$ cat src/rtl/systolic_ctrl.sv
// systolic_ctrl: sequences an ARRAY_N x ARRAY_N int8 MAC grid.
// A job clears the PE accumulators, then feeds diagonally skewed
// reads into the west (A) and north (B) operand buffers. It waits
// for the wavefront to drain through the grid, then steps a row
// select so the result buffer can capture each PE row.
//
// Ports:
//   clk, rst      rising-edge clock, async active-high reset
//   start, k_len  job strobe (accepted only in IDLE) and reduction depth
//   abort         synchronous cancel back to IDLE, no done issued
//   busy, done    status; done is a one-cycle pulse at job end
//   accum_reset   one-cycle clear pulse to every PE accumulator
//   lane_rd_en    per-lane operand read enable (west row i / north col i)
//   lane_rd_addr  per-lane read address, lane i at [i*K_WIDTH +: K_WIDTH]
//   lane_valid    lane_rd_en delayed one cycle (buffer read latency)
//   res_capture   result-buffer write strobe
//   res_row_sel   PE row being captured
//
// state   | meaning
// IDLE    | waiting for start
// CLEAR   | accumulators cleared for one cycle
// FEED    | skewed operand reads, t = 0 .. k_len+ARRAY_N-2
// DRAIN   | ARRAY_N cycles for the wavefront to reach PE(N-1,N-1)
// READOUT | ARRAY_N cycles of row capture
// DONE    | one-cycle completion pulse
module systolic_ctrl #(
    parameter int ARRAY_N = 4,
    parameter int K_WIDTH = 16
) (
    input  logic                         clk,
    input  logic                         rst,
    input  logic                         start,
    input  logic                         abort,
    input  logic [K_WIDTH-1:0]           k_len,
    output logic                         busy,
    output logic                         done,
    output logic                         accum_reset,
    output logic [ARRAY_N-1:0]           lane_rd_en,
    output logic [ARRAY_N*K_WIDTH-1:0]   lane_rd_addr,
    output logic [ARRAY_N-1:0]           lane_valid,
    output logic                         res_capture,
    output logic [$clog2(ARRAY_N)-1:0]   res_row_sel
);

    // One extra bit so k_len at its maximum plus the lane skew cannot wrap.
    localparam int TW = K_WIDTH + 1;
    localparam int CW = $clog2(ARRAY_N);

    typedef enum logic [2:0] {
        S_IDLE,
        S_CLEAR,
        S_FEED,
        S_DRAIN,
        S_READOUT,
        S_DONE
    } state_t;

    state_t               state, state_nxt;
    logic [TW-1:0]        t, t_nxt;
    logic [CW-1:0]        cnt, cnt_nxt;
    logic [K_WIDTH-1:0]   k_reg, k_nxt;
    logic [TW-1:0]        last_t;
    logic [TW:0]          lane_t;

    logic                         busy_nxt;
    logic                         done_nxt;
    logic                         accum_reset_nxt;
    logic [ARRAY_N-1:0]           rd_en_nxt;
    logic [ARRAY_N*K_WIDTH-1:0]   rd_addr_nxt;
    logic                         res_capture_nxt;
    logic [CW-1:0]                res_row_sel_nxt;

    always_ff @(posedge clk or posedge rst) begin
        if (rst) begin
            state        <= S_IDLE;
            t            <= '0;
            cnt          <= '0;
            k_reg        <= '0;
            busy         <= 1'b0;
            done         <= 1'b0;
            accum_reset  <= 1'b0;
            lane_rd_en   <= '0;
            lane_rd_addr <= '0;
            lane_valid   <= '0;
            res_capture  <= 1'b0;
            res_row_sel  <= '0;
        end else begin
            state        <= state_nxt;
            t            <= t_nxt;
            cnt          <= cnt_nxt;
            k_reg        <= k_nxt;
            busy         <= busy_nxt;
            done         <= done_nxt;
            accum_reset  <= accum_reset_nxt;
            lane_rd_en   <= rd_en_nxt;
            lane_rd_addr <= rd_addr_nxt;
            // Reads already issued are dropped on abort as well.
            lane_valid   <= abort ? '0 : lane_rd_en;
            res_capture  <= res_capture_nxt;
            res_row_sel  <= res_row_sel_nxt;
        end
    end

    // Outputs are computed from the next state so they are registered
    // together with it (Moore outputs, no extra cycle of latency).
    always_comb begin
        state_nxt       = state;
        t_nxt           = t;
        cnt_nxt         = cnt;
        k_nxt           = k_reg;
        last_t          = {1'b0, k_reg} + TW'(ARRAY_N - 2);
        lane_t          = '0;
        busy_nxt        = 1'b0;
        done_nxt        = 1'b0;
        accum_reset_nxt = 1'b0;
        rd_en_nxt       = '0;
        rd_addr_nxt     = '0;
        res_capture_nxt = 1'b0;
        res_row_sel_nxt = '0;

        case (state)
            S_IDLE: begin
                if (start) begin
                    k_nxt     = k_len;
                    state_nxt = S_CLEAR;
                end
            end
            S_CLEAR: begin
                t_nxt     = '0;
                cnt_nxt   = '0;
                state_nxt = (k_reg != '0) ? S_FEED : S_READOUT;
            end
            S_FEED: begin
                if (t == last_t) begin
                    cnt_nxt   = '0;
                    state_nxt = S_DRAIN;
                end else begin
                    t_nxt = t + 1'b1;
                end
            end
            S_DRAIN: begin
                if (cnt == CW'(ARRAY_N - 1)) begin
                    cnt_nxt   = '0;
                    state_nxt = S_READOUT;
                end else begin
                    cnt_nxt = cnt + 1'b1;
                end
            end
            S_READOUT: begin
                if (cnt == CW'(ARRAY_N - 1)) begin
                    state_nxt = S_DONE;
                end else begin
                    cnt_nxt = cnt + 1'b1;
                end
            end
            S_DONE: begin
                state_nxt = S_IDLE;
            end
            default: begin
                state_nxt = S_IDLE;
            end
        endcase

        if (abort) begin
            state_nxt = S_IDLE;
        end

        busy_nxt        = (state_nxt != S_IDLE);
        accum_reset_nxt = (state_nxt == S_CLEAR);
        done_nxt        = (state_nxt == S_DONE);
        res_capture_nxt = (state_nxt == S_READOUT);
        if (state_nxt == S_READOUT) begin
            res_row_sel_nxt = cnt_nxt;
        end

        // Lane i lags lane 0 by i cycles. The top bit of lane_t is the
        // borrow of t-i, so lanes not yet started never form an address.
        if (state_nxt == S_FEED) begin
            for (int i = 0; i < ARRAY_N; i++) begin
                lane_t = {1'b0, t_nxt} - (TW + 1)'(i);
                if (!lane_t[TW] && (lane_t[TW-1:0] < {1'b0, k_reg})) begin
                    rd_en_nxt[i] = 1'b1;
                    rd_addr_nxt[i*K_WIDTH +: K_WIDTH] = K_WIDTH'(lane_t[TW-1:0]);
                end
            end
        end
    end

endmodule

$ cat config.mk
export PLATFORM = sky130hd
export DESIGN_NAME = systolic_ctrl
export DESIGN_NICKNAME = d
export VERILOG_FILES = /design/src/rtl/systolic_ctrl.sv
export SDC_FILE = /design/constraint.sdc
export NUM_CORES = 1
export LEC_CHECK = 0
export ABC_AREA = 0
export CELL_PAD_IN_SITES_DETAIL_PLACEMENT = 0
export CELL_PAD_IN_SITES_GLOBAL_PLACEMENT = 1
export CORE_MARGIN = 1
export CORE_UTILIZATION = 45
export CTS_BUF_LIST = sky130_fd_sc_hd__clkbuf_8
export CTS_CLUSTER_SIZE = 30
export DETAILED_ROUTE_END_ITERATION = 16
export PLACE_DENSITY = 0.81
export RECOVER_POWER = 50
export SYNTH_ARGS = -nofsm -noshare
export SYNTH_HDL_FRONTEND = slang
export SYNTH_SLANG_ARGS = --single-unit
$ cat constraint.sdc
create_clock -name clk -period 6.8 [get_ports clk]
set_input_delay 0.68 -clock clk [delete_from_list [all_inputs] [get_ports clk]]
set_output_delay 0.68 -clock clk [all_outputs]
set_load 0.02 [all_outputs]
**Word level (Yosys, flattened, before mapping)**

Cells that the tools add are included.

- Register bits after elaboration: 116
- Logic and storage cells: 67
- Input bits: 20

- $lt $le $gt $ge: 4
- Reductions and logical operators: 10
- $add $sub $neg: 6
- Multiplexer cells: 25
- Eq/ne operators: 10

Operators with widths:

| cell | number |
|---|---|
| $lt A17 B16 Y1 | 4 |
| $mux W16 | 4 |
| $mux W64 | 1 |
| $sub A17 B2 Y18 const B | 2 |
| $pmux W17 S2 | 1 |
| $mux W3 | 6 |
| $sub A17 B1 Y18 const B | 1 |
| $add A16 B2 Y17 const B | 1 |
| $add A17 B1 Y17 const B | 1 |
| $eq A17 B17 Y1 | 1 |
| $mux W17 | 1 |
| $reduce_bool A16 Y1 | 1 |
| $pmux W3 S5 | 1 |
| $eq A3 B2 Y1 const B | 3 |
| $eq A3 B3 Y1 const B | 3 |
| $mux W2 | 4 |
| $mux W4 | 2 |
| $pmux W2 S4 | 1 |
| $eq A3 B1 Y1 const B | 2 |
| $mux W1 | 4 |
| $logic_and A1 B1 Y1 | 3 |
| $logic_not A1 Y1 | 3 |
| $logic_not A3 Y1 | 1 |
| $reduce_bool A3 Y1 | 1 |
| 3 further kinds | 3 |

**Depth between registers and ports, before layout**

- Word-level depth: 9
- Mapped depth: 26
- Mapped depth without buffers: 24

**Least setup slack after synthesis**

OpenSTA, ideal clock, no wires.

- Kind: flip-flop to flip-flop
- From: register k_reg[2]
- To: register lane_rd_addr[55]
- Stages on the path, launching flop included: 27
- Setup time: 88 ps
- Arrival: 5676 ps
- Data required time: 6712 ps
- Clock period less this slack: 5764 ps
- Path buffers: 2
- Setup slack: 1036 ps
- Cell sequence: dfrtp_1 -> ha_1 -> nand3_4 -> o21a_1 -> or3_1 -> a211o_4 -> nor4_4 -> mux2i_1 -> and2_1 -> clkbuf_1 -> clkinv_1 -> ha_1 -> nor4_1 -> nand3_1 -> xnor2_1 -> ha_1 -> a21o_1 -> a21o_1 -> a21oi_1 -> nor2b_1 -> o21ai_0 -> nand2b_1 -> a21oi_1 -> o311a_1 -> o31ai_4 -> buf_6 -> nor3b_1

- Longest elaborated chain between the ends: 9
- Elaborated cells between the ends (all ways): 16
- Classes of those cells: add/sub: 2; order compare: 1; eq/ne: 2; mux: 8; reduce/logical: 3

RTL lines:

| element | line | source |
|---|---|---|
| start: declaration | 61 | `logic [K_WIDTH-1:0] k_reg, k_nxt;` |
| start signal: assignment | 91 | `k_reg <= k_nxt;` |
| $add A16 B2 Y17 (*) | 111 | `last_t = {1'b0, k_reg} + TW'(ARRAY_N - 2);` |
| $eq A17 B17 Y1 (*) | 134 | `if (t == last_t) begin` |
| $mux W17 (*) | 134 |  |
| $pmux W17 S2 (*) | 121 | `case (state)` |
| via t_nxt[1] | 59 | `logic [TW-1:0] t, t_nxt;` |
| $sub A17 B2 Y18 (*) | 180 | `lane_t = {1'b0, t_nxt} - (TW + 1)'(i);` |
| $lt A17 B16 Y1 / $logic_not A1 Y1 (equally long branches) | 181 | `if (!lane_t[TW] && (lane_t[TW-1:0] < {1'b0, k_reg})) begin` |
| $logic_and A1 B1 Y1 | 181 |  |
| $mux W16 (*) | 181 |  |
| $mux W64 (*) | 178 | `if (state_nxt == S_FEED) begin` |
| via rd_addr_nxt[55] | 69 | `logic [ARRAY_N*K_WIDTH-1:0] rd_addr_nxt;` |
| end signal: assignment | 96 | `lane_rd_addr <= rd_addr_nxt;` |
| end: declaration | 39 | `output logic [ARRAY_N*K_WIDTH-1:0] lane_rd_addr,` |

Mark *: on every way through the listed nets, which the timed path passes. The rest lies on a longest branch.
A chain may end at the register's enable or synchronous reset.

**Worst setup path in the final report**

- From: register k_reg[1]
- To: register lane_rd_addr[53]

The elaborated chain is that of the path after synthesis.

==> flow_metrics.py <==
metrics = {
    "global_route": {
        "grt_pass1_vias": 6454,
        "grt_pass1_wl_um": 35600,
        "overflow": 0,
        "antenna_found_initial": 0,
        "grt_usage": 0.267,
        "grt_max_degree": 65,
    },
    "synthesis": {
        "yosys.cell_types.count": 84,
        "netlist_area_um2": 7650,
        "yosysMostFrequentCell": "dfrtp_1",
        "synth_common_cells": "dfrtp_1 (116), ha_1 (67), nand2_1 (52)",
        "synthTopCellsByArea": "dfrtp_1 (38%), ha_1 (11%), xnor2_1 (5.3%), nand2_1 (2.6%), nor2b_1 (2.3%)",
        "synth_seq_area_share": 0.380,
        "syn_area_per_cell_um2": 9.88,
        "synth_top_area_cell": "dfrtp_1",
        "syn-num-nets": 861,
        "async_flop_share": 1.00,
        "synth_edf_count": 0,
        "yosysWarnings": 0,
        "yosysTopAreaCellShare": 0.380,
        "synthCells": 774,
        "yosys_register_bits": 116,
        "synth_ff_type": "dfrtp_1",
    },
    "route": {
        "drt-vias-per-instance": 5.81,
        "vias": 6446,
        "wl_per_cell_um": 20.4,
        "drc": 0,
        "ant_nets": 0,
        "routed_wl_um": 22600,
        "drt_iter0_drc": 456,
        "first_pass_iters": 5,
    },
    "floorplan": {
        "start_util": 0.461,
        "ios": 98,
        "die-height_um": 132,
        "rows": 47,
        "dieWidth_um": 132,
        "core_um2": 16600,
        "die-area_um2": 17500,
    },
    "worst_setup_path": {
        "reg2reg_from": "k_reg[1]$_DFFE_PP0P_",
        "crit_buf_inv": 1,
        "cp_slowest_cell": "dfrtp_1",
        "slowest_delay_ns": 0.50,
        "arrival_ns": 6.78,
        "path_common_cell": "a21o_1",
        "regToRegEndpoint": "lane_rd_addr[53]$_DFF_PP0_",
        "path_cells": "ha_1, nand3_4, o21a_1, or3_1, a211o_4, nor4_4, mux2i_1, and2_1, clkinv_1, ha_1, xnor2_1, ha_1, a21o_1, a21o_1, a21o_1, a21o_1, a21o_1, a21o_1, a21oi_1, o31a_1, o311a_1, o31ai_4, nor3b_1",
        "crit_required_ns": 7.15,
        "crit_family": "compound AO/OA/AOI/OAI gates",
        "r2r_cells": 23,
        "path_class": "reg -> reg",
        "cp_num_cells": 23,
        "crit_path_end_kind": "flip-flop",
        "startpoint_type": "flip-flop",
        "ff2ff_setup_slack_ns": 0.36,
        "path_max_fanout": 17,
    },
    "pwr": {
        "p_per_area_nw_per_um2": 254,
        "vdd_drop_max_mv": 0.130,
        "leakagePower_nw": 4.51,
    },
    "layout": {
        "drive_above_1_share": 0.128,
        "fill_cells": 1467,
        "diodes": 0,
        "final-seq-area_um2": 2900,
        "stdcell_area_um2": 9310,
        "multi_input_area_um2": 4450,
        "final_nets": 964,
        "syn_to_final_growth_pct": 21.7,
        "largest_reg_flops": 64,
    },
    "sta": {
        "fmax_mhz": 155,
        "slew_headroom": -1.36,
        "hold_violations": 0,
        "fin_tns_setup_ns": 0,
        "rsz0062_at_grt": "false",
        "fin_skew_ns": 0.0133,
        "worst_slew_pin_slew_ns": 3.54,
        "layout_setup_ws_ns": 0.365,
        "min_period_ns": 6.44,
        "finalSetupViolations": 0,
        "finalMaxSlewViolations": 119,
        "period_share": 0.946,
    },
    "min_path": {
        "worstHoldEndpoint": "lane_valid[1]$_DFF_PP0_",
        "hold_depth": 1,
        "hp-start": "lane_rd_en[1]$_DFF_PP0_",
        "hp-class": "reg -> reg",
    },
    "cts": {
        "cts_made_buffers": 17,
        "clk_pin_slew_ns": 0.08,
        "cts_max_path_buffers": 2,
        "cts_tree": "yes",
        "insertion_delay_ns": 0.45,
        "postCtsSetupRepairBufs": 0,
        "cts_max_level": 4,
        "clockRootBuffer": "clkbuf_8",
        "clkSinkCount": 116,
    },
    "placed_design": {
        "pre_cts_ws_ns": 0.514,
        "hpwl_um": 17100,
        "numPortBuffers": 97,
        "gp_congestion": 0.867,
        "place_area_um2": 8870,
    },
    "job": {
        "max-cap-violations": 2,
    },
    "run_status": {
        "outcome": "finished, violations left",
        "violations": "capacitance limit, slew limit",
    },
}
-- metal layers --
layer	track usage	up-vias	wire length, um
li1	-	3014	-
met2	0.431	214	10600
met4	0.101	0	571
met1	0.361	3172	10400
met3	0.0423	46	1080
met5	0	-	0
-- cells in the final DEF, fill, tap and decap left out, types with 17 or more instances in the layout --
master and instances:
nand3_1 33, xnor2_1 46, nand4_1 20, and3_1 22
nand2_1 52, a21oi_1 23, dfrtp_1 116, clkdlybuf4s50_1 17
nor2b_1 28, nor2_1 40, nor3_1 18, a21o_1 21
dlygate4sd3_1 80, ha_1 67, o21ai_0 28, inv_1 35
clkbuf_8 19
-- cells by family after synthesis --
family	after synthesis	synth area share
AO/OA/AOI/OAI	136	0.136
XOR/XNOR	60	0.0707
adder cells (fa/ha/maj)	67	0.110
buffers and inverters	72	0.0404
flip-flops	116	0.380
multiplexers	16	0.0226
AND/OR/NAND/NOR	307	0.241
-- layout make-up --
cell class | instances | share of cell area
multi-input combinational | 586 | 0.478
sequential | 116 | 0.312
timing repair buffer | 113 | 0.117
tap | 220 | 0.0296
clock buffer | 19 | 0.0281
clock inverter | 13 | 0.0183
inverter | 43 | 0.0175
-- what timing repair did --
item                                    in CTS  in global routing
endpoints found under the setup margin       0                  2
hold buffers                                 0                  0
gates resized for setup                      0                  1
-- worst max-delay path by stage --
| stage | start | endpoint | slack (ns) |
|---|---|---|---|
| 6_report | k_reg[1]$_DFFE_PP0P_ | lane_rd_addr[53]$_DFF_PP0_ | 0.36 |
| 5_1_grt | k_reg[1]$_DFFE_PP0P_ | lane_rd_addr[53]$_DFF_PP0_ | 0.07 |
| 4_1_cts | k_reg[1]$_DFFE_PP0P_ | lane_rd_addr[53]$_DFF_PP0_ | 0.45 |
| 3_5_place_dp | k_reg[1]$_DFFE_PP0P_ | lane_rd_addr[53]$_DFF_PP0_ | 0.51 |
| 3_3_place_gp | k_reg[1]$_DFFE_PP0P_ | lane_rd_addr[49]$_DFF_PP0_ | 0.79 |
| 2_1_floorplan | k_reg[2]$_DFFE_PP0P_ | lane_rd_addr[55]$_DFF_PP0_ | 1.04 |
-- through the flow --
step	hold slack (ns)	utilization	power (mW)	std cells
after floorplan	0.559	-	1.39	774
after global placement	0.476	0.535	1.64	1078
after detailed placement	0.484	0.535	1.66	1078
after CTS	0.502	0.561	2.38	1110
after global routing	0.504	0.561	2.49	1110
final	0.491	0.561	2.36	1110
-- power by group --
part / leakage [nW] / internal, mW / switching [mW] / total (mW)
sequential: 1.58 / 0.739 / 0.0592 / 0.798
clock: 0.210 / 0.387 / 0.328 / 0.715
combinational: 2.73 / 0.342 / 0.503 / 0.846
total: 4.51 / 1.47 / 0.891 / 2.36
(Power assumes the default switching activity.)
